==> config.mk <==
export PLATFORM = sky130hd
export DESIGN_NAME = json_struct_scanner
export DESIGN_NICKNAME = d
export VERILOG_FILES = /design/src/rtl/json_scan_pkg.sv /design/src/rtl/json_nest_stack.sv /design/src/rtl/json_struct_scanner.sv
export SDC_FILE = /design/constraint.sdc
export NUM_CORES = 1
export LEC_CHECK = 0
export CAP_MARGIN = 20
export CORE_ASPECT_RATIO = 1.2
export CORE_MARGIN = 2
export CORE_UTILIZATION = 60
export DETAILED_ROUTE_END_ITERATION = 8
export PLACE_DENSITY = 0.84
export SLEW_MARGIN = 0
export SYNTH_ARGS = -nofsm -noshare
export SYNTH_HDL_FRONTEND = slang
export SYNTH_HIERARCHICAL = 1
export SYNTH_SLANG_ARGS = --single-unit
==> constraint.sdc <==
create_clock -name clk -period 7.7 [get_ports clk]
set_clock_uncertainty 0.1 [all_clocks]
set_input_delay 1.155 -clock clk [delete_from_list [all_inputs] [get_ports clk]]
set_output_delay 1.155 -clock clk [all_outputs]
set_load 0.05 [all_outputs]
==> src/rtl/json_scan_pkg.sv <==
// json_scan_pkg: token and error encodings, scanner states and structural byte constants
package json_scan_pkg;

    typedef enum logic [2:0] {
        TOK_OBJ_BEGIN = 3'd0,
        TOK_OBJ_END   = 3'd1,
        TOK_ARR_BEGIN = 3'd2,
        TOK_ARR_END   = 3'd3,
        TOK_STR_BEGIN = 3'd4,
        TOK_STR_END   = 3'd5,
        TOK_COLON     = 3'd6,
        TOK_COMMA     = 3'd7
    } json_tok_e;

    typedef enum logic [2:0] {
        ERR_NONE         = 3'd0,
        ERR_OVERFLOW     = 3'd1,
        ERR_UNDERFLOW    = 3'd2,
        ERR_MISMATCH     = 3'd3,
        ERR_CTRL         = 3'd4,
        ERR_UNTERMINATED = 3'd5
    } json_scan_err_e;

    typedef enum logic [2:0] {
        ST_SCAN   = 3'd0,
        ST_STRING = 3'd1,
        ST_ESCAPE = 3'd2,
        ST_DONE   = 3'd3,
        ST_ERROR  = 3'd4
    } json_scan_state_e;

    localparam logic [7:0] CH_LBRACE = 8'h7B;
    localparam logic [7:0] CH_RBRACE = 8'h7D;
    localparam logic [7:0] CH_LBRACK = 8'h5B;
    localparam logic [7:0] CH_RBRACK = 8'h5D;
    localparam logic [7:0] CH_QUOTE  = 8'h22;
    localparam logic [7:0] CH_BSLASH = 8'h5C;
    localparam logic [7:0] CH_COLON  = 8'h3A;
    localparam logic [7:0] CH_COMMA  = 8'h2C;
    localparam logic [7:0] CH_SPACE  = 8'h20;

endpackage

==> src/rtl/json_nest_stack.sv <==
// json_nest_stack: 1-bit-wide LIFO of open container kinds (0=object, 1=array)
module json_nest_stack #(
    parameter int MAX_DEPTH = 16,
    parameter int DEPTH_W   = $clog2(MAX_DEPTH + 1)
) (
    input  logic               clk,
    input  logic               rst_n,
    input  logic               clear_i,
    input  logic               push_i,
    input  logic               pop_i,
    input  logic               kind_i,
    output logic               top_o,
    output logic [DEPTH_W-1:0] depth_o,
    output logic               empty_o,
    output logic               full_o
);

    logic [MAX_DEPTH-1:0] stk_q;
    logic [DEPTH_W-1:0]   depth_q;

    // Shift-register LIFO: bit 0 always holds the innermost open container
    always_ff @(posedge clk or negedge rst_n) begin
        if (!rst_n) begin
            stk_q   <= '0;
            depth_q <= '0;
        end else if (clear_i) begin
            stk_q   <= '0;
            depth_q <= '0;
        end else if (push_i && !full_o) begin
            stk_q   <= MAX_DEPTH'({stk_q, kind_i});
            depth_q <= depth_q + 1'b1;
        end else if (pop_i && !empty_o) begin
            stk_q   <= stk_q >> 1;
            depth_q <= depth_q - 1'b1;
        end
    end

    assign top_o   = stk_q[0];
    assign depth_o = depth_q;
    assign empty_o = depth_q == '0;
    assign full_o  = depth_q == DEPTH_W'(MAX_DEPTH);

endmodule

==> src/rtl/json_struct_scanner.sv <==
// json_struct_scanner: byte-serial JSON structural tokenizer with nesting and string checks
module json_struct_scanner
    import json_scan_pkg::*;
#(
    parameter int MAX_DEPTH = 16,
    parameter int DEPTH_W   = $clog2(MAX_DEPTH + 1)
) (
    input  logic               clk,
    input  logic               rst_n,
    input  logic               clear,
    input  logic               s_valid,
    output logic               s_ready,
    input  logic [7:0]         s_data,
    input  logic               s_last,
    output logic               m_valid,
    input  logic               m_ready,
    output logic [2:0]         m_kind,
    output logic [DEPTH_W-1:0] m_depth,
    output logic               done,
    output logic               err,
    output logic [2:0]         err_code
);

    json_scan_state_e   state_q, state_d;
    json_scan_err_e     err_code_q, code_d;
    json_tok_e          m_kind_q, kind_d;
    logic               m_valid_q, ev_d, push_d, pop_d, is_arr, accept;
    logic               top, empty, full;
    logic [DEPTH_W-1:0] depth, depth_nxt, m_depth_q, ev_depth_d;

    assign s_ready = (state_q == ST_SCAN || state_q == ST_STRING || state_q == ST_ESCAPE)
                     && (!m_valid_q || m_ready) && !clear;
    assign accept  = s_valid && s_ready;

    json_nest_stack #(.MAX_DEPTH(MAX_DEPTH), .DEPTH_W(DEPTH_W)) u_stack (
        .clk     (clk),
        .rst_n   (rst_n),
        .clear_i (clear),
        .push_i  (accept && push_d),
        .pop_i   (accept && pop_d),
        .kind_i  (is_arr),
        .top_o   (top),
        .depth_o (depth),
        .empty_o (empty),
        .full_o  (full)
    );

    // Classify the incoming byte: next state, token to emit, stack action and error
    always_comb begin
        state_d    = state_q;
        ev_d       = 1'b0;
        kind_d     = TOK_OBJ_BEGIN;
        ev_depth_d = depth;
        push_d     = 1'b0;
        pop_d      = 1'b0;
        code_d     = ERR_NONE;
        is_arr     = s_data == CH_LBRACK || s_data == CH_RBRACK;
        case (state_q)
            ST_SCAN: begin
                if (s_data == CH_LBRACE || s_data == CH_LBRACK) begin
                    if (full) begin
                        code_d = ERR_OVERFLOW;
                    end else begin
                        push_d     = 1'b1;
                        ev_d       = 1'b1;
                        kind_d     = is_arr ? TOK_ARR_BEGIN : TOK_OBJ_BEGIN;
                        ev_depth_d = depth + 1'b1;
                    end
                end else if (s_data == CH_RBRACE || s_data == CH_RBRACK) begin
                    if (empty) begin
                        code_d = ERR_UNDERFLOW;
                    end else if (top != is_arr) begin
                        code_d = ERR_MISMATCH;
                    end else begin
                        pop_d  = 1'b1;
                        ev_d   = 1'b1;
                        kind_d = is_arr ? TOK_ARR_END : TOK_OBJ_END;
                    end
                end else if (s_data == CH_QUOTE) begin
                    ev_d    = 1'b1;
                    kind_d  = TOK_STR_BEGIN;
                    state_d = ST_STRING;
                end else if (s_data == CH_COLON || s_data == CH_COMMA) begin
                    ev_d   = 1'b1;
                    kind_d = (s_data == CH_COLON) ? TOK_COLON : TOK_COMMA;
                end
            end
            ST_STRING: begin
                if (s_data == CH_BSLASH) begin
                    state_d = ST_ESCAPE;
                end else if (s_data == CH_QUOTE) begin
                    ev_d    = 1'b1;
                    kind_d  = TOK_STR_END;
                    state_d = ST_SCAN;
                end else if (s_data < 8'h20) begin
                    code_d = ERR_CTRL;
                end
            end
            ST_ESCAPE: state_d = ST_STRING;
            default: ;
        endcase
        depth_nxt = push_d ? depth + 1'b1 : (pop_d ? depth - 1'b1 : depth);
        if (code_d == ERR_NONE && s_last) begin
            if (state_d == ST_SCAN && depth_nxt == '0) state_d = ST_DONE;
            else code_d = ERR_UNTERMINATED;
        end
        if (code_d != ERR_NONE) state_d = ST_ERROR;
    end

    // Scanner state, latched status and the single-entry token register
    always_ff @(posedge clk or negedge rst_n) begin
        if (!rst_n) begin
            state_q    <= ST_SCAN;
            err_code_q <= ERR_NONE;
            m_valid_q  <= 1'b0;
            m_kind_q   <= TOK_OBJ_BEGIN;
            m_depth_q  <= '0;
        end else if (clear) begin
            state_q    <= ST_SCAN;
            err_code_q <= ERR_NONE;
            m_valid_q  <= 1'b0;
            m_kind_q   <= TOK_OBJ_BEGIN;
            m_depth_q  <= '0;
        end else begin
            if (accept) begin
                state_q    <= state_d;
                err_code_q <= code_d;
            end
            if (accept && ev_d) begin
                m_valid_q <= 1'b1;
                m_kind_q  <= kind_d;
                m_depth_q <= ev_depth_d;
            end else if (m_ready) begin
                m_valid_q <= 1'b0;
            end
        end
    end

    assign m_valid  = m_valid_q;
    assign m_kind   = m_kind_q;
    assign m_depth  = m_depth_q;
    assign done     = state_q == ST_DONE;
    assign err      = state_q == ST_ERROR;
    assign err_code = err_code_q;

endmodule

==> summary.txt, run 1 <==
Synth Flop Type: dfrtp_1
Met2 WL: 3220 um
Synth top area share: 33.9%
Post-CTS Setup Inserts: 0
Total Wirelength: 6290 um
Full die area: 0.00499 mm^2
Post-synthesis async set-or-reset flop share: 100%
Gate Count Post-Synth: 308
Power per cell area: 139 mW/mm^2
Total GRT Usage: 27.6%
Worst EP arrival: 5.18 ns
CP required: 7.79 ns
CTS max path bufs: 2
DP HPWL: 4520 um
Slowest library cell on the worst path: a2111oi_0
Largest net degree at the start of global routing: 37
M1 WL: 2520 um
FP Rows: 26
Die Y-Extent: 77.0 um
Mean Syn Cell Area: 8.64 um^2
Post-Syn Nets: 329
Hold EP: err_code[2]
Die Wd: 64.8 um
Worst hold slack: 0.417 ns
Grt ovf: 0
Total of max-cap violations: 0
Top Layer Used: met4
Worst r2r src: u_stack/depth_o[2]
Initial Utilization: 62.4%
DR vias: 2405
CP Capture Type: register
Final instance count without filler cells: 382
Clk_lat worst skew: 0.30 ns
Max Clk Rate: 196 MHz
CTS root buf: clkbuf_8
Placement Setup Slack: 2.33 ns
Global-route wire length before repair: 10900 um
Met3 routed WL: 307 um
EDFF count, synth: 0
Yosys reg bits: 36
Placed Area: 0.00292 mm^2
Clock sink count: 36
Port bufs: 28
Min-Delay Path Class: register to register
Net Sw Frac: 30.2%
Tot Pwr: 0.420 mW
Cell Chain, Critical Path: clkdlybuf4s50_1, nand3b_1, a2111oi_0, ha_1, nor4b_4, and3_1, inv_1, a21oi_2, a21oi_1, a211oi_1
DRT iter0 DRCs: 265
Final Instance Area: 0.00301 mm^2
Yosys warnings: 6
Post-synth top area cell: dfrtp_1
WS Path Type: input pin to register
Hold_sp: err_code[2]
Critical path's top delay family: compound AO/OA/AOI/OAI gates
Yosys cell types: 65
Slew Viols, Final: 0
Worst-case vdd ir drop: 104 uV
Post-route ant nets: 0
Setup violators final: 0
Startpoint Class: input pin
Reg power frac: 48.2%
Period Utilization, post-route: 66.1%
Fill count: 342
Layout cells sized above 1: 11.0%
Number of I/O pins: 29
Nets: 346
Placeable Area: 0.00426 mm^2
Final core occ: 70.7%
CP peak stage delay: 0.77 ns
FF-to-FF setup slack: 3.53 ns
CTS tree: built
DP Cell Count: 374
Crit Reg-Reg Endpoint: u_stack/depth_o[4]
Vias in the first global route: 2398
Worst hold path depth: 2
Clk pin slew, worst setup/hold paths: 0.07 ns
Combinational power share: 17.2%
Initial antenna violation count: 0
# DRC: 0
RSZ-0062 raised after global routing: false
Hold buffer count at CTS: 0
Largest fanout on the critical path: 18
Synth Cell Area: 0.00266 mm^2
CTS-repair resized insts: 0
Layout area overhead: 13.2%
Most area-consuming cells after synthesis: dfrtp_1 (34%), nor2_1 (5.2%), a211oi_2 (5.2%), a21oi_1 (4.5%), nand2_1 (3.8%)
WP buf/inv: 2
Max_slew headroom: 40.6%
Seq/Total Area, Yosys: 33.9%
DR pass1 iterations: 4
P_sw: 0.127 mW
Commonest cells after routing, fill and taps aside: nor2_1 (37), dfrtp_1 (36), clkdlybuf4s50_1 (28)
Int Power: 0.293 mW
Min cycle time layout: 5.09 ns
Setup ws final: 2.61 ns
Most common cell after layout, fill and taps aside: nor2_1
Wire length per cell: 16.5 um
Fin Setup TNS: 0 ns
Vias per inst: 6.30
Slew @ Worst Pin: 0.890 ns
Clock share of power: 34.6%
GPL Wtd Cong: 0.880
H-tree depth: 2
ANT cells: 0
Status: complete, no violations
Total CTS buffers: 5
Leakage: 1.17 nW
Worst R2R Path Depth: 12
Final Hold Vio Count: 0
==> flip-flops by register name (all words and copies together), names as in the netlist <==
register,count
u_stack/stk_q,16
m_depth,5
u_stack/depth_o,5
err_code,3
m_kind,3
state_q,3
m_valid,1
==> Yosys cell counts, types with 2 or more instances <==
cell type  number
nor2_1         37
dfrtp_1        36
nand2_1        27
a21oi_1        24
inv_1          14
nor3_1         12
a211oi_2       11
a211oi_1       10
buf_2           9
nand3_1         9
clkbuf_1        8
a31oi_1         7
nand4_1         7
and3_1          6
ha_1            6
o21ai_0         6
xnor2_1         5
nor4_1          4
a21o_1          3
and2_1          3
buf_6           3
mux2i_1         3
nand2b_1        3
nor2b_1         3
o21ai_1         3
xor2_1          3
a22o_1          2
a31o_2          2
a32oi_1         2
nand3b_1        2
nand4bb_1       2
nor3_2          2
o21a_1          2
==> worst min-delay path, delay by kind of cell, from the launching register on <==
kind | cells | cell delay (ns)
AO/OA/AOI/OAI | 2 | 0.14
flip-flops | 1 | 0.35
==> cell type report <==
type	count	area, um^2	area share [%]
clock buffers	7	86.3	2.87
clock inverters	1	7.51	0.249
inverters	14	52.6	1.74
multi-input cells	237	1590	52.8
flip-flops and latches	36	901	29.9
well taps	56	70.1	2.33
repair buffers	31	303	10.1
==> per-layer routing <==
| layer | vias to the layer above | global-route usage [%] |
|---|---|---|
| li1 | 1165 | - |
| met1 | 1140 | 33.5 |
| met2 | 79 | 47.3 |
| met3 | 21 | 4.25 |
| met4 | 0 | 13.0 |
| met5 | - | 0 |
==> power by group through the flow <==
stage / registers, mW / clock network (mW) / logic (mW)
after floorplan: 0.204 / 0 / 0.0478
after global placement: 0.206 / 0 / 0.0707
after detailed placement: 0.206 / 0 / 0.0717
after CTS: 0.202 / 0.147 / 0.0720
after global routing: 0.204 / 0.153 / 0.0779
final: 0.202 / 0.145 / 0.0723
==> worst max-delay path by stage <==
| stage | depth (start not counted) | endpoint | start | slack [ns] |
|---|---|---|---|---|
| floorplan | 12 | u_stack/depth_o[4] | clear | 3.03 |
| finish | 10 | u_stack/stk_q[2] | s_data[4] | 2.61 |
| CTS | 10 | u_stack/stk_q[2] | s_data[4] | 2.63 |
| global placement | 10 | u_stack/stk_q[2] | s_data[4] | 2.51 |
| global route | 10 | u_stack/stk_q[2] | s_data[4] | 2.15 |
| detailed placement | 10 | u_stack/stk_q[11] | s_data[4] | 2.33 |
==> logic make-up after synthesis <==
kind of cell | Yosys count | synth area share (%)
AND/OR/NAND/NOR | 129 | 26.1
adder cells (fa/ha/maj) | 7 | 3.57
buffers and inverters | 35 | 6.35
XOR/XNOR | 8 | 2.63
flip-flops | 36 | 33.9
multiplexers | 4 | 1.55
AO/OA/AOI/OAI | 89 | 25.9
Note: power is estimated with default switching activity, not from simulation.
==> run 2, diff against run 1 <==
CORE_UTILIZATION = 51   (was 60)
PLACE_DENSITY = 0.76   (was 0.84)
clock period = 4.6 ns   (was 7.7 ns; I/O delays follow)
==> summary.txt, run 2 (synthesized netlist as in run 1, its figures left out) <==
Final core occ: 61.4%
Fill count: 438
Initial antenna violation count: 0
Post-route ant nets: 0
DP HPWL: 4460 um
CTS max path bufs: 2
ANT cells: 0
Reg area: 901 um^2
Most common cell after layout, fill and taps aside: nor2_1
CP Capture Type: register
Global-route wire length before repair: 10900 um
GPL Wtd Cong: 0.952
Max_slew headroom: 67.0%
Clk pin slew, worst setup/hold paths: 0.07 ns
Placed Area: 0.00297 mm^2
DR pass1 iterations: 4
Leakage: 1.20 nW
Layout area overhead: 14.7%
CTS tree: built
Initial Utilization: 53.5%
CTS-repair resized insts: 0
Worst hold slack: 0.420 ns
FP Rows: 28
Max FFs per register: 16
Cell Chain, Critical Path: clkdlybuf4s50_1, nand3b_1, a2111oi_0, buf_4, ha_1, nor4b_4, o21ai_1, a2111oi_4, buf_4, nor2_1, a211oi_1
Status: complete, no violations
Final Hold Vio Count: 0
Slew @ Worst Pin: 0.493 ns
Min cycle time layout: 3.79 ns
Total GRT Usage: 23.0%
Power per cell area: 224 mW/mm^2
Post-CTS Setup Inserts: 0
Total CTS buffers: 5
Vias in the first global route: 2420
Startpoint Class: input pin
# DRC: 0
Layout cells sized above 1: 12.3%
Fin Setup TNS: 0 ns
CP peak stage delay: 0.66 ns
Number of I/O pins: 29
CP required: 4.69 ns
Clock sink count: 36
Area of the multi-input gates: 0.00159 mm^2
Largest fanout on the critical path: 15
Total of max-cap violations: 0
DR vias: 2403
Commonest cells after routing, fill and taps aside: nor2_1 (37), dfrtp_1 (36), clkdlybuf4s50_1 (28)
Nets: 352
Die Y-Extent: 83.1 um
Placeable Area: 0.00497 mm^2
Total Wirelength: 6210 um
DRT iter0 DRCs: 94
Reg with most FFs: u_stack/stk_q
Max Clk Rate: 264 MHz
Worst-case vdd ir drop: 166 uV
Grt ovf: 0
Slowest library cell on the worst path: clkdlybuf4s50_1
Vias per inst: 6.13
Period Utilization, post-route: 82.4%
Clk_lat worst skew: 0.29 ns
Setup violators final: 0
Full die area: 0.00581 mm^2
Worst EP arrival: 3.88 ns
H-tree depth: 2
Final Instance Area: 0.00305 mm^2
RSZ-0062 raised after global routing: false
Port bufs: 28
Largest net degree at the start of global routing: 37
Die Wd: 69.9 um
Wire length per cell: 15.8 um
CTS root buf: clkbuf_8
Min-Delay Path Class: register to register
Hold buffer count at CTS: 0
Most used cell, CP: buf_4
Slew Viols, Final: 0
WS Path Type: input pin to register
==> run 2: routing by layer <==
metal  GRT usage, %  part of all wire, %
met3           4.00                  4.3
met2           39.9                   50
met1           27.2                   42
met4           10.8                  3.5
met5              0                    0
==> run 2: final cells by class <==
class	instances	area share (%)
tap	60	2.46
sequential	36	29.5
clock buffer	7	2.50
inverter	14	1.72
timing repair buffer	37	11.4
clock inverter	1	0.287
multi-input combinational	237	52.1
==> run 2: where the power goes <==
part | internal (mW) | switching (mW)
registers | 0.323 | 0.0166
clock network | 0.108 | 0.115
logic | 0.0461 | 0.0740
==> run 2: critical path, delay by kind of cell <==
family          cells  cell delay, ns
compound gates      4            1.15
buf+inv             3            1.11
simple gates        3            0.67
fa+ha+maj           1            0.27
==> run 2: path summary, 6_finish.rpt <==
path	end	slack, ns	cells after the start	from
max	m_depth[3]	0.81	11	s_data[4]
min	err_code[2]	0.42	2	err_code[2]
max reg2reg	u_stack/depth_o[4]	1.16	12	u_stack/depth_o[2]
min reg2reg	err_code[2]	0.42	2	err_code[2]
max in group asynchronous	u_stack/stk_q[0]	3.34	2	rst_n
min in group asynchronous	state_q[1]	0.72	2	rst_n
==> run 2: through the flow <==
step,setup slack (ns),power [mW],instances
3_5_place_dp,0.544,0.466,384
2_1_floorplan,0.399,0.421,308
4_1_cts,0.825,0.690,392
3_3_place_gp,0.580,0.465,384
5_1_grt,0.590,0.713,392
6_report,0.809,0.683,392
==> run 3, diff against run 2 <==
clock period = 3.4 ns   (was 4.6 ns; I/O delays follow)
==> summary.txt, run 3 (synthesized netlist as in run 1, its figures left out) <==
Final Hold Vio Count: 0
CP required: 3.50 ns
Clock sink count: 36
Post-route ant nets: 0
Global-route wire length before repair: 11800 um
Status: complete, no violations
Period Utilization, post-route: 92.6%
Largest net degree at the start of global routing: 37
Total GRT Usage: 24.4%
CP peak stage delay: 0.47 ns
Vias per inst: 6.07
CP Capture Type: register
Setup violators final: 0
DP HPWL: 4770 um
Final instance count without filler cells: 417
Max Clk Rate: 318 MHz
Full die area: 0.00581 mm^2
DR pass1 iterations: 4
Number of I/O pins: 29
GPL Wtd Cong: 0.878
Layout area overhead: 24.8%
DR vias: 2531
ANT cells: 0
Initial Utilization: 53.5%
Most common cell after layout, fill and taps aside: nor2_1
Die Wd: 69.9 um
CTS-repair resized insts: 0
Tot Pwr: 0.958 mW
Clk pin slew, worst setup/hold paths: 0.08 ns
Largest fanout on the critical path: 15
Slowest library cell on the worst path: clkdlybuf4s50_1
Total Wirelength: 6560 um
Reg power frac: 47.8%
P_sw: 0.297 mW
Total of max-cap violations: 0
RSZ-0062 raised after global routing: false
Commonest cells after routing, fill and taps aside: nor2_1 (37), dfrtp_1 (35), buf_4 (32)
Min cycle time layout: 3.15 ns
Slew @ Worst Pin: 0.591 ns
Nets: 377
WS Path Type: input pin to register
Combinational power share: 20.2%
Worst R2R Path Depth: 11
Port bufs: 28
Worst-case vdd ir drop: 312 uV
Hold buffer count at CTS: 0
Worst hold path depth: 2
Worst EP arrival: 3.24 ns
CTS tree: built
DRT iter0 DRCs: 260
Initial antenna violation count: 0
Layout cells sized above 1: 21.0%
Reg with most FFs: u_stack/stk_q
Int Power: 0.661 mW
CTS max path bufs: 2
Die Y-Extent: 83.1 um
Vias in the first global route: 2638
Cell Chain, Critical Path: clkdlybuf4s50_1, nand3b_1, a2111oi_2, ha_1, nor4b_4, o21ai_1, a2111oi_4, buf_12, nor2_1, a211oi_1
Post-CTS Setup Inserts: 0
Worst r2r src: u_stack/depth_o[1]
DP Cell Count: 409
Wire length per cell: 15.7 um
Clk_lat worst skew: 0.29 ns
Slew Viols, Final: 0
Min-Delay Path Class: register to register
H-tree depth: 2
Leakage: 1.33 nW
Max FFs per register: 16
Total CTS buffers: 5
Crit path from: s_data[7]
Hold_sp: err_code[1]
FP Rows: 28
Power per cell area: 288 mW/mm^2
# DRC: 0
Max_slew headroom: 60.3%
Startpoint Class: input pin
Fin Setup TNS: 0 ns
Placeable Area: 0.00497 mm^2
Net Sw Frac: 31.0%
CTS root buf: clkbuf_8
Grt ovf: 0
Clock share of power: 32.1%
[run 3: cell types whose count changed in the layout (fill, tap and decap cells not counted), sizes merged]
cell and delta:
buf +26, clkinvlp +1, clkbuf -1, clkdlybuf4s50 -1
[run 3: through the flow]
stage	hold WS [ns]	setup WS (ns)	util, %	area (um^2)
6_report	0.409	0.252	66.8	3320
3_5_place_dp	0.391	-0.0442	65.1	3240
2_1_floorplan	0.114	0.00250	-	2730
3_3_place_gp	0.387	-0.00204	65.1	3240
5_1_grt	0.457	0.0715	66.8	3320
4_1_cts	0.408	0.230	66.8	3320
[run 3: cell type report]
| cell class | instances | area, um^2 |
|---|---|---|
| inverter | 14 | 52.6 |
| clock buffer | 6 | 72.6 |
| fill | 430 | 1650 |
| timing repair buffer | 62 | 571 |
| sequential | 36 | 902 |
| multi-input combinational | 237 | 1640 |
| clock inverter | 2 | 12.5 |
| tap | 60 | 75.1 |
[run 3: final timing paths]
kind / end / slack [ns]
max: m_depth[3] / 0.25
min: err_code[1] / 0.41
max reg2reg: u_stack/depth_o[4] / 0.35
min reg2reg: err_code[1] / 0.41
max in group asynchronous: m_valid / 2.31
min in group asynchronous: state_q[1] / 0.54
[run 3: critical path: cells and delay by family]
family,cells,cell delay [ns]
buffers and inverters,2,0.65
adders and majority gates,1,0.34
and+or+nand+nor,3,0.61
AOI/OAI and AO/OA,4,1.13
[run 3: power by group through the flow]
stage | Sequential, mW | Combinational (mW) | Clock [mW]
floorplan | 0.462 | 0.113 | 0
global placement | 0.466 | 0.189 | 0
detailed placement | 0.467 | 0.192 | 0
CTS | 0.458 | 0.192 | 0.313
global route | 0.461 | 0.210 | 0.332
finish | 0.458 | 0.193 | 0.307
[run 3: layer usage]
layer  part of all wire (%)  up-vias  global-route usage, %
li1                       -     1234                      -
met1                     43     1229                   30.2
met2                     51       53                   42.0
met3                    3.5       15                   4.00
met4                    2.7        0                   9.79
met5                      0        -                      0
